$ cat config.mk
export PLATFORM = sky130hd
export DESIGN_NAME = act_skew_feeder
export DESIGN_NICKNAME = d
export VERILOG_FILES = /design/src/rtl/bnn_pkg.sv /design/src/rtl/skew_delay_line.sv /design/src/rtl/act_skew_feeder.sv
export SDC_FILE = /design/constraint.sdc
export NUM_CORES = 1
export LEC_CHECK = 0
export BUFFER_PORTS_ARGS = -buffer_cell sky130_fd_sc_hd__buf_2
export CORE_ASPECT_RATIO = 0.8
export CORE_UTILIZATION = 50
export DETAILED_ROUTE_END_ITERATION = 6
export HOLD_SLACK_MARGIN = 0.06
export PLACE_DENSITY = 0.77
export SETUP_SLACK_MARGIN = 0.15
export SYNTH_ARGS = -nofsm -noshare
export SYNTH_HDL_FRONTEND = slang
export SYNTH_SLANG_ARGS = --single-unit
export TNS_END_PERCENT = 20
$ cat constraint.sdc
create_clock -name clk -period 1.7 [get_ports clk]
set_input_delay 0.085 -clock clk [delete_from_list [all_inputs] [get_ports clk]]
set_output_delay 0.085 -clock clk [all_outputs]
set_load 0.03 [all_outputs]
$ cat src/rtl/bnn_pkg.sv
// Shared definitions for the activation skew feeder: default geometry and FSM state encoding.
// Purely declarative; no latency or flow control of its own.
package bnn_pkg;

  localparam int DEF_ROWS   = 4;
  localparam int DEF_DATA_W = 16;

  typedef enum logic [1:0] {
    ST_IDLE   = 2'd0,
    ST_STREAM = 2'd1,
    ST_DRAIN  = 2'd2
  } feeder_state_t;

endpackage

$ cat src/rtl/skew_delay_line.sv
// DEPTH-stage valid+data shift line; data is forced to zero on entry whenever valid is low.
// Latency DEPTH cycles, advances every cycle with no backpressure.
module skew_delay_line #(
  parameter int DEPTH  = 1,
  parameter int DATA_W = 16
) (
  input  logic              clk,
  input  logic              rst,
  input  logic              push_valid,
  input  logic [DATA_W-1:0] push_data,
  output logic              valid,
  output logic [DATA_W-1:0] data
);

  logic              vld_q [DEPTH];
  logic [DATA_W-1:0] dat_q [DEPTH];

  always_ff @(posedge clk) begin
    if (rst) begin
      for (int i = 0; i < DEPTH; i++) begin
        vld_q[i] <= 1'b0;
        dat_q[i] <= '0;
      end
    end else begin
      // Gating here keeps every later stage clean, so the output never carries stale words.
      vld_q[0] <= push_valid;
      dat_q[0] <= push_valid ? push_data : '0;
      for (int i = 1; i < DEPTH; i++) begin
        vld_q[i] <= vld_q[i-1];
        dat_q[i] <= dat_q[i-1];
      end
    end
  end

  assign valid = vld_q[DEPTH-1];
  assign data  = dat_q[DEPTH-1];

endmodule

$ cat src/rtl/act_skew_feeder.sv
// Skews an accepted activation vector across ROWS array rows: row r sees its element r+1 cycles after accept.
// Upstream is valid/ready (ready drops for ROWS cycles after a tile's last vector); downstream has no backpressure.
module act_skew_feeder
  import bnn_pkg::*;
#(
  parameter int ROWS   = DEF_ROWS,
  parameter int DATA_W = DEF_DATA_W
) (
  input  logic                         clk,
  input  logic                         rst,
  input  logic                         in_valid,
  output logic                         in_ready,
  input  logic [ROWS-1:0][DATA_W-1:0]  in_data,
  input  logic                         in_last,
  output logic [ROWS-1:0][DATA_W-1:0]  act_out,
  output logic [ROWS-1:0]              act_valid,
  output logic                         busy,
  output logic                         done
);

  localparam int CNT_W = $clog2(ROWS);
  localparam logic [CNT_W-1:0] CNT_LAST = CNT_W'(ROWS - 1);

  feeder_state_t    state_q, state_d;
  logic [CNT_W-1:0] cnt_q, cnt_d;
  logic             accept;

  assign in_ready = (state_q != ST_DRAIN);
  assign accept   = in_valid && in_ready;

  always_ff @(posedge clk) begin
    if (rst) begin
      state_q <= ST_IDLE;
      cnt_q   <= '0;
    end else begin
      state_q <= state_d;
      cnt_q   <= cnt_d;
    end
  end

  always_comb begin
    state_d = state_q;
    cnt_d   = cnt_q;
    busy    = 1'b0;
    done    = 1'b0;
    case (state_q)
      ST_IDLE: begin
        if (accept) begin
          state_d = in_last ? ST_DRAIN : ST_STREAM;
          cnt_d   = '0;
        end
      end
      ST_STREAM: begin
        busy = 1'b1;
        if (accept && in_last) begin
          state_d = ST_DRAIN;
          cnt_d   = '0;
        end
      end
      ST_DRAIN: begin
        busy = 1'b1;
        // The final drain cycle is exactly when the last vector reaches the deepest row.
        if (cnt_q == CNT_LAST) begin
          done    = 1'b1;
          state_d = ST_IDLE;
          cnt_d   = '0;
        end else begin
          cnt_d = cnt_q + 1'b1;
        end
      end
      default: begin
        state_d = ST_IDLE;
        cnt_d   = '0;
      end
    endcase
  end

  for (genvar r = 0; r < ROWS; r++) begin : g_row
    skew_delay_line #(
      .DEPTH  (r + 1),
      .DATA_W (DATA_W)
    ) u_line (
      .clk        (clk),
      .rst        (rst),
      .push_valid (accept),
      .push_data  (in_data[r]),
      .valid      (act_valid[r]),
      .data       (act_out[r])
    );
  end

endmodule

# Yosys cells after proc, flatten, opt, wreduce, memory -nomap -nowiden
# Memories as Yosys holds them, arrays and structs flattened.
# Index checks and enable logic that the tools add are counted.
[classes]
addsub = 1
n_eq_ne = 7
mux = 41
bitwise_logic = 18
reduce_logical = 8
[op_table]
columns = ["op", "count"]
rows = [
  ["$mux 16", 14],
  ["$mux 1", 18],
  ["$or 1x1->1", 18],
  ["$reduce_or 16->1", 1],
  ["$mux 2", 7],
  ["$pmux 2 s3", 2],
  ["$ne 2x2->1 const B", 4],
  ["$eq 2x2->1 const B", 2],
  ["$reduce_and 3->1", 1],
  ["$add 2x1->2 const B", 1],
  ["$eq 2x1->1 const B", 1],
  ["$logic_and 1x1->1", 2],
  ["$logic_not 2->1", 1],
  ["$reduce_and 2->1", 1],
  ["$reduce_or 2->1", 1],
  ["$reduce_or 1->1", 1],
]
[word_totals]
regBits = 4
mem_bits_rw = 170
mem_count = 8
[memory_table]
columns = ["name", "words", "width", "rd", "rd_clocked_by_memory_dff", "write_ports", "line", "text"]
rows = [
  ["g_row[3].u_line.dat_q", 4, 16, 4, 0, 4, "skew_delay_line.sv:16", "logic [DATA_W-1:0] dat_q [DEPTH];"],
  ["g_row[2].u_line.dat_q", 3, 16, 3, 0, 3, "skew_delay_line.sv:16", ""],
  ["g_row[1].u_line.dat_q", 2, 16, 2, 0, 2, "skew_delay_line.sv:16", ""],
  ["g_row[0].u_line.dat_q", 1, 16, 1, 0, 1, "skew_delay_line.sv:16", ""],
  ["g_row[3].u_line.vld_q", 4, 1, 4, 0, 4, "skew_delay_line.sv:15", "logic vld_q [DEPTH];"],
  ["g_row[2].u_line.vld_q", 3, 1, 3, 0, 3, "skew_delay_line.sv:15", ""],
  ["+2 memories", "-", "-", "-", "-", "-", "-", ""],
]

# Longest topological paths before layout
[depth]
ltp_word = 5
ltp_mapped = 7

# Hierarchy
# Synthesis repeated with hierarchy kept, for this count alone.
[hier_totals]
cells_unflattened = 439
hier_area_um2 = 5397.7
[modules_own_cells]
columns = ["module", "n_inst", "cells_per_inst", "area_per_inst_um2", "seq_area_each_um2"]
rows = [
  ["skew_delay_line (g_row[3].u_line)", 1, 160, 2001.9, 1361.3],
  ["skew_delay_line (g_row[2].u_line)", 1, 124, 1532.7, 1021.0],
  ["skew_delay_line (g_row[1].u_line)", 1, 88, 1076.0, 680.7],
  ["skew_delay_line (g_row[0].u_line)", 1, 36, 505.5, 340.3],
  ["act_skew_feeder", 1, 31, 281.5, 80.1],
]

# Least setup slack after synthesis
# OpenSTA, ideal clock, no wires.
[synth_timing]
path_type = "flip-flop to flip-flop"
from = "register state_q[0]"
to = "register cnt_q[0]"
setup_ps = 72
arrival_time_ps = 1285
t_required_ps = 1628
setup_slack_ps = 343
stages_incl_launch_ff = 6
synth_period_minus_slack_ps = 1357
cell_sequence = "dfxtp_1 inv_1 ha_1 inv_2 or4_1 mux2i_1"
[synth_between]
elab_chain_len = 5
word_cells_on_any_way = 10
cone_classes = "eq/ne (5); mux (1); reduce/logical (4)"
[synth_lines]
columns = ["item", "line", "text"]
rows = [
  ["from (decl)", "act_skew_feeder.sv:24", "feeder_state_t state_q, state_d;"],
  ["from (signal assigned)", "act_skew_feeder.sv:36", "state_q <= state_d;"],
  ["$ne 2x2->1 (*)", "act_skew_feeder.sv:28", "assign in_ready = (state_q != ST_DRAIN);"],
  ["named net in_ready", "act_skew_feeder.sv:12", "output logic in_ready,"],
  ["$logic_and 1x1->1 (*)", "act_skew_feeder.sv:29", "assign accept = in_valid && in_ready;"],
  ["$logic_and 1x1->1", "act_skew_feeder.sv:55", "if (accept && in_last) begin"],
  ["$ne 2x2->1 (no source line)", "-", ""],
  ["$reduce_and 2->1 (no source line) (*)", "-", ""],
  ["to (signal assigned)", "act_skew_feeder.sv:37", "cnt_q <= cnt_d;"],
  ["to (decl)", "act_skew_feeder.sv:25", "logic [CNT_W-1:0] cnt_q, cnt_d;"],
]
# Mark *: on every way through the listed nets, which the timed path passes. The rest lies on a longest branch.
# A chain may end at the register's enable or synchronous reset.

# Final worst setup path
[layout_timing]
from = "register state_q[0]"
to = "output port done"
[layout_between]
elab_chain_len = 2
[layout_lines]
columns = ["item", "line", "text"]
rows = [
  ["$eq 2x2->1", "act_skew_feeder.sv:46", "case (state_q)"],
  ["$mux 1", "act_skew_feeder.sv:46", ""],
  ["to (decl)", "act_skew_feeder.sv:18", "output logic done"],
]
# No other way between the ends.

==> impl_metrics.xml <==
<?xml version="1.0" encoding="UTF-8"?>
<metrics>
  <group name="status">
    <metric name="status" unit="">finished clean</metric>
  </group>
  <group name="pwr">
    <metric name="power.internal" unit="mW">6.43</metric>
    <metric name="netSwitchingFraction" unit="%">22.3</metric>
    <metric name="ir_drop" unit="uV">812</metric>
    <metric name="powerDensity" unit="nW/um2">1230</metric>
    <metric name="power_leakage" unit="nW">3.07</metric>
    <metric name="portion_of_total_power_attributed_to_the_clock_network" unit="%">43.4</metric>
    <metric name="combinationalPowerShare" unit="%">7.1</metric>
    <metric name="switchingPower" unit="mW">1.84</metric>
    <metric name="share_seq_of_total_power" unit="%">49.5</metric>
  </group>
  <group name="yosys">
    <metric name="synthDistinctLibCells" unit="">21</metric>
    <metric name="synth_seq_cells" unit="">168</metric>
    <metric name="post-synth-top-area-fraction" unit="%">67.4</metric>
    <metric name="netlist.top_cell.by_area" unit="">dfxtp_1</metric>
    <metric name="synth_sequential_area_ratio" unit="%">67.4</metric>
    <metric name="ys.warnings.count" unit="">0</metric>
    <metric name="mappedNetlistNets" unit="">485</metric>
    <metric name="synthTopCellsByArea" unit="">dfxtp_1 (67%), nor2b_1 (12%), and2_1 (8.0%)</metric>
    <metric name="post_synth.cell_area_avg" unit="um2">12.1</metric>
    <metric name="netlist_area" unit="um2">4990</metric>
    <metric name="synth_cells" unit="">413</metric>
  </group>
  <group name="run">
    <metric name="maxCapViolCount" unit="">0</metric>
  </group>
  <group name="clock_tree">
    <metric name="ctsRootBufferMaster" unit="">clkbuf_16</metric>
    <metric name="clock_latency_on_the_worst_skew_pair" unit="ns">0.41</metric>
    <metric name="cts_setup_buffers" unit="">0</metric>
    <metric name="tritoncts" unit="">yes</metric>
    <metric name="tritoncts.num_buffers" unit="">17</metric>
    <metric name="clock_sinks" unit="">168</metric>
    <metric name="clk_pin_slew_worst_paths" unit="ns">0.06</metric>
    <metric name="clock_h_tree_levels" unit="">4</metric>
    <metric name="max-clock-path-buffers" unit="">2</metric>
  </group>
  <group name="route">
    <metric name="detail_route.wl_per_cell" unit="um">11.6</metric>
    <metric name="detailroute.via_count" unit="">2995</metric>
    <metric name="dr_pass1_iterations" unit="">4</metric>
    <metric name="dr.first_iter.drc_count" unit="">98</metric>
    <metric name="drc" unit="">0</metric>
    <metric name="postRouteAntennaNets" unit="">0</metric>
    <metric name="post_route_wl" unit="um">8530</metric>
    <metric name="routed_via_density" unit="">4.08</metric>
  </group>
  <group name="place">
    <metric name="dp.final_hpwl" unit="um">4680</metric>
    <metric name="port_buffers" unit="">138</metric>
    <metric name="place.gp.congestion" unit="">0.748</metric>
  </group>
  <group name="floorplanning">
    <metric name="initial_utilization" unit="%">51.7</metric>
    <metric name="floorplan.rows" unit="">32</metric>
    <metric name="die_w" unit="um">114</metric>
    <metric name="area_enclosed_by_the_die_boundary" unit="um2">10400</metric>
    <metric name="num_io_pins" unit="">139</metric>
    <metric name="floorplan_core_area" unit="um2">9650</metric>
    <metric name="fp.dieH" unit="um">91.4</metric>
  </group>
  <group name="global_route">
    <metric name="global_route_wire_length_before_repair" unit="um">13700</metric>
    <metric name="grt_start_max_net_pins" unit="">66</metric>
    <metric name="grtUsageTotal" unit="%">17.9</metric>
    <metric name="first_global_vias" unit="">3028</metric>
    <metric name="global_route.overflow_total" unit="">0</metric>
    <metric name="grt_antenna_before_repair" unit="">0</metric>
  </group>
  <group name="worst_setup_path">
    <metric name="critical_path_required" unit="ns">1.62</metric>
    <metric name="critPathSlowestCell" unit="">dfxtp_2</metric>
    <metric name="r2r_setup_slack" unit="ns">0.34</metric>
    <metric name="crit_path_max_incr_delay" unit="ns">0.34</metric>
    <metric name="crit_buf_inv" unit="">2</metric>
    <metric name="critical_path.endpoint_type" unit="">output port</metric>
    <metric name="critical_path_peak_fanout" unit="">6</metric>
    <metric name="crit_arrival" unit="ns">1.37</metric>
    <metric name="critPathTopFamily" unit="">flip-flops</metric>
    <metric name="crit_path_cell_trace" unit="">inv_1 &gt; ha_4 &gt; and2_2 &gt; clkbuf_4</metric>
    <metric name="timing.critical_path.from" unit="">state_q[0]$_SDFFE_PP0P_</metric>
    <metric name="cp-start-kind" unit="">flop</metric>
    <metric name="worstReg2RegStart" unit="">state_q[0]$_SDFFE_PP0P_</metric>
    <metric name="setup.worst_path.class" unit="">flop to output port</metric>
  </group>
  <group name="worst_hold_path">
    <metric name="hold_path_class" unit="">input port to flop</metric>
    <metric name="hp-start" unit="">in_valid</metric>
  </group>
  <group name="sta">
    <metric name="timing.final.hold_violations" unit="">0</metric>
    <metric name="clock.fmax" unit="GHz">0.686</metric>
    <metric name="final.period_utilization" unit="%">85.7</metric>
    <metric name="finalSetupViolations" unit="">0</metric>
    <metric name="fin_worst_hold_slack" unit="ns">0.137</metric>
    <metric name="finalWorstPathRequiredPeriod" unit="ns">1.46</metric>
    <metric name="setup_tns" unit="ns">0</metric>
    <metric name="clock-skew-final" unit="ns">0.00871</metric>
    <metric name="slew_at_the_pin_with_the_worst_max_slew_slack" unit="ns">0.397</metric>
    <metric name="relSlewSlack" unit="%">73.5</metric>
    <metric name="rsz0062_at_grt" unit="">no</metric>
    <metric name="max_slew_vio_count" unit="">0</metric>
  </group>
  <group name="finish">
    <metric name="multi_input_area" unit="um2">1240</metric>
    <metric name="antenna_cells" unit="">0</metric>
    <metric name="drive_gt1_share" unit="%">29.8</metric>
    <metric name="fill_cells" unit="">682</metric>
    <metric name="flow.area_growth_from_synthesis" unit="%">35.2</metric>
    <metric name="layout_common_cells" unit="">dfxtp_1 (167), buf_2 (136), nor2b_1 (99)</metric>
    <metric name="nets" unit="">657</metric>
    <metric name="sequential_standard_cell_area" unit="um2">3360</metric>
    <metric name="layout.cells.most_common" unit="">dfxtp_1</metric>
  </group>
</metrics>
==> metal layers <==
layer  share of wire, %  vias up  GRT usage (%)  wire length, um
li1                   -     1564              -                -
met1                 40     1316           18.0             3440
met2                 52       94           31.3             4400
met3                5.6       21           7.21              478
met4                2.5        0           9.87              210
met5                  0        -              0                0
==> registers in the layout (all words and copies together) (netlist names) <==
| name | count |
|---|---|
| g_row.u_line.dat_q | 160 |
| state_q | 2 |
| cnt_q | 2 |
| g_row.u_line.vld_q | 4 |
==> final cells by class <==
| type | count | area share [%] |
|---|---|---|
| Sequential cell | 168 | 49.9 |
| Timing Repair Buffer | 207 | 20.6 |
| Multi-Input combinational cell | 186 | 18.3 |
| Clock buffer | 19 | 6.57 |
| Tap cell | 136 | 2.52 |
| Clock inverter | 13 | 1.80 |
| Inverter | 5 | 0.278 |
==> worst min-delay path, stage by stage <==
cell and delay [ns]:
buf_2 0.13, nand3b_1 0.16, a221oi_1 0.12
==> kinds of logic after synthesis <==
family,Yosys count,synth area share [%]
AO/OA/AOI/OAI,4,0.627
adder cells (fa/ha/maj),4,1.00
buffers and inverters,59,8.20
flip-flops,168,67.4
multiplexers,3,0.602
AND/OR/NAND/NOR,175,22.2
==> power by group through the flow <==
stage               sequential [mW]  clock, mW  combinational, mW
finish                         4.10       3.59              0.589
global route                   4.11       3.85              0.639
CTS                            4.10       3.66              0.581
detailed placement             4.18          0              0.462
global placement               4.18          0              0.447
floorplan                      4.22          0              0.302
==> Yosys cell counts (all sizes together) <==
master   count
clkbuf       6
buf         48
or3          1
nor2b       99
dfxtp      168
a221oi       1
and2        65
nor2         2
mux2i        3
nand2b       2
a21oi        1
inv          5
ha           4
or4          1
o2bb2ai      2
nand3b       5
==> what timing repair did <==
action,in CTS,in global routing
endpoints found under the hold margin,79,0
gates resized for setup,1,3
hold buffers,66,0
setup endpoints to repair,1,1
==> final timing paths <==
kind                                                           endpoint  depth (start not counted)
worst max register to register                    cnt_q[1]$_SDFFE_PP0P_                          5
worst max-delay path                                               done                          4
worst min-delay path                            state_q[1]$_SDFFE_PP0P_                          3
worst min register to register  g_row[2].u_line.dat_q[0][35]$_SDFF_PP0_                          1
==> stage by stage <==
step	utilization [%]	instances	instance area, um2	power [mW]	worst slack (ns)
finish	69.9	734	6750	8.28	0.243
global route	69.9	734	6750	8.59	0.165
detailed placement	57.1	636	5510	4.65	0.241
floorplan	-	413	4990	4.52	0.343
CTS	69.8	734	6730	8.34	0.170
global placement	57.1	636	5510	4.63	0.327
(Power assumes the default switching activity.)
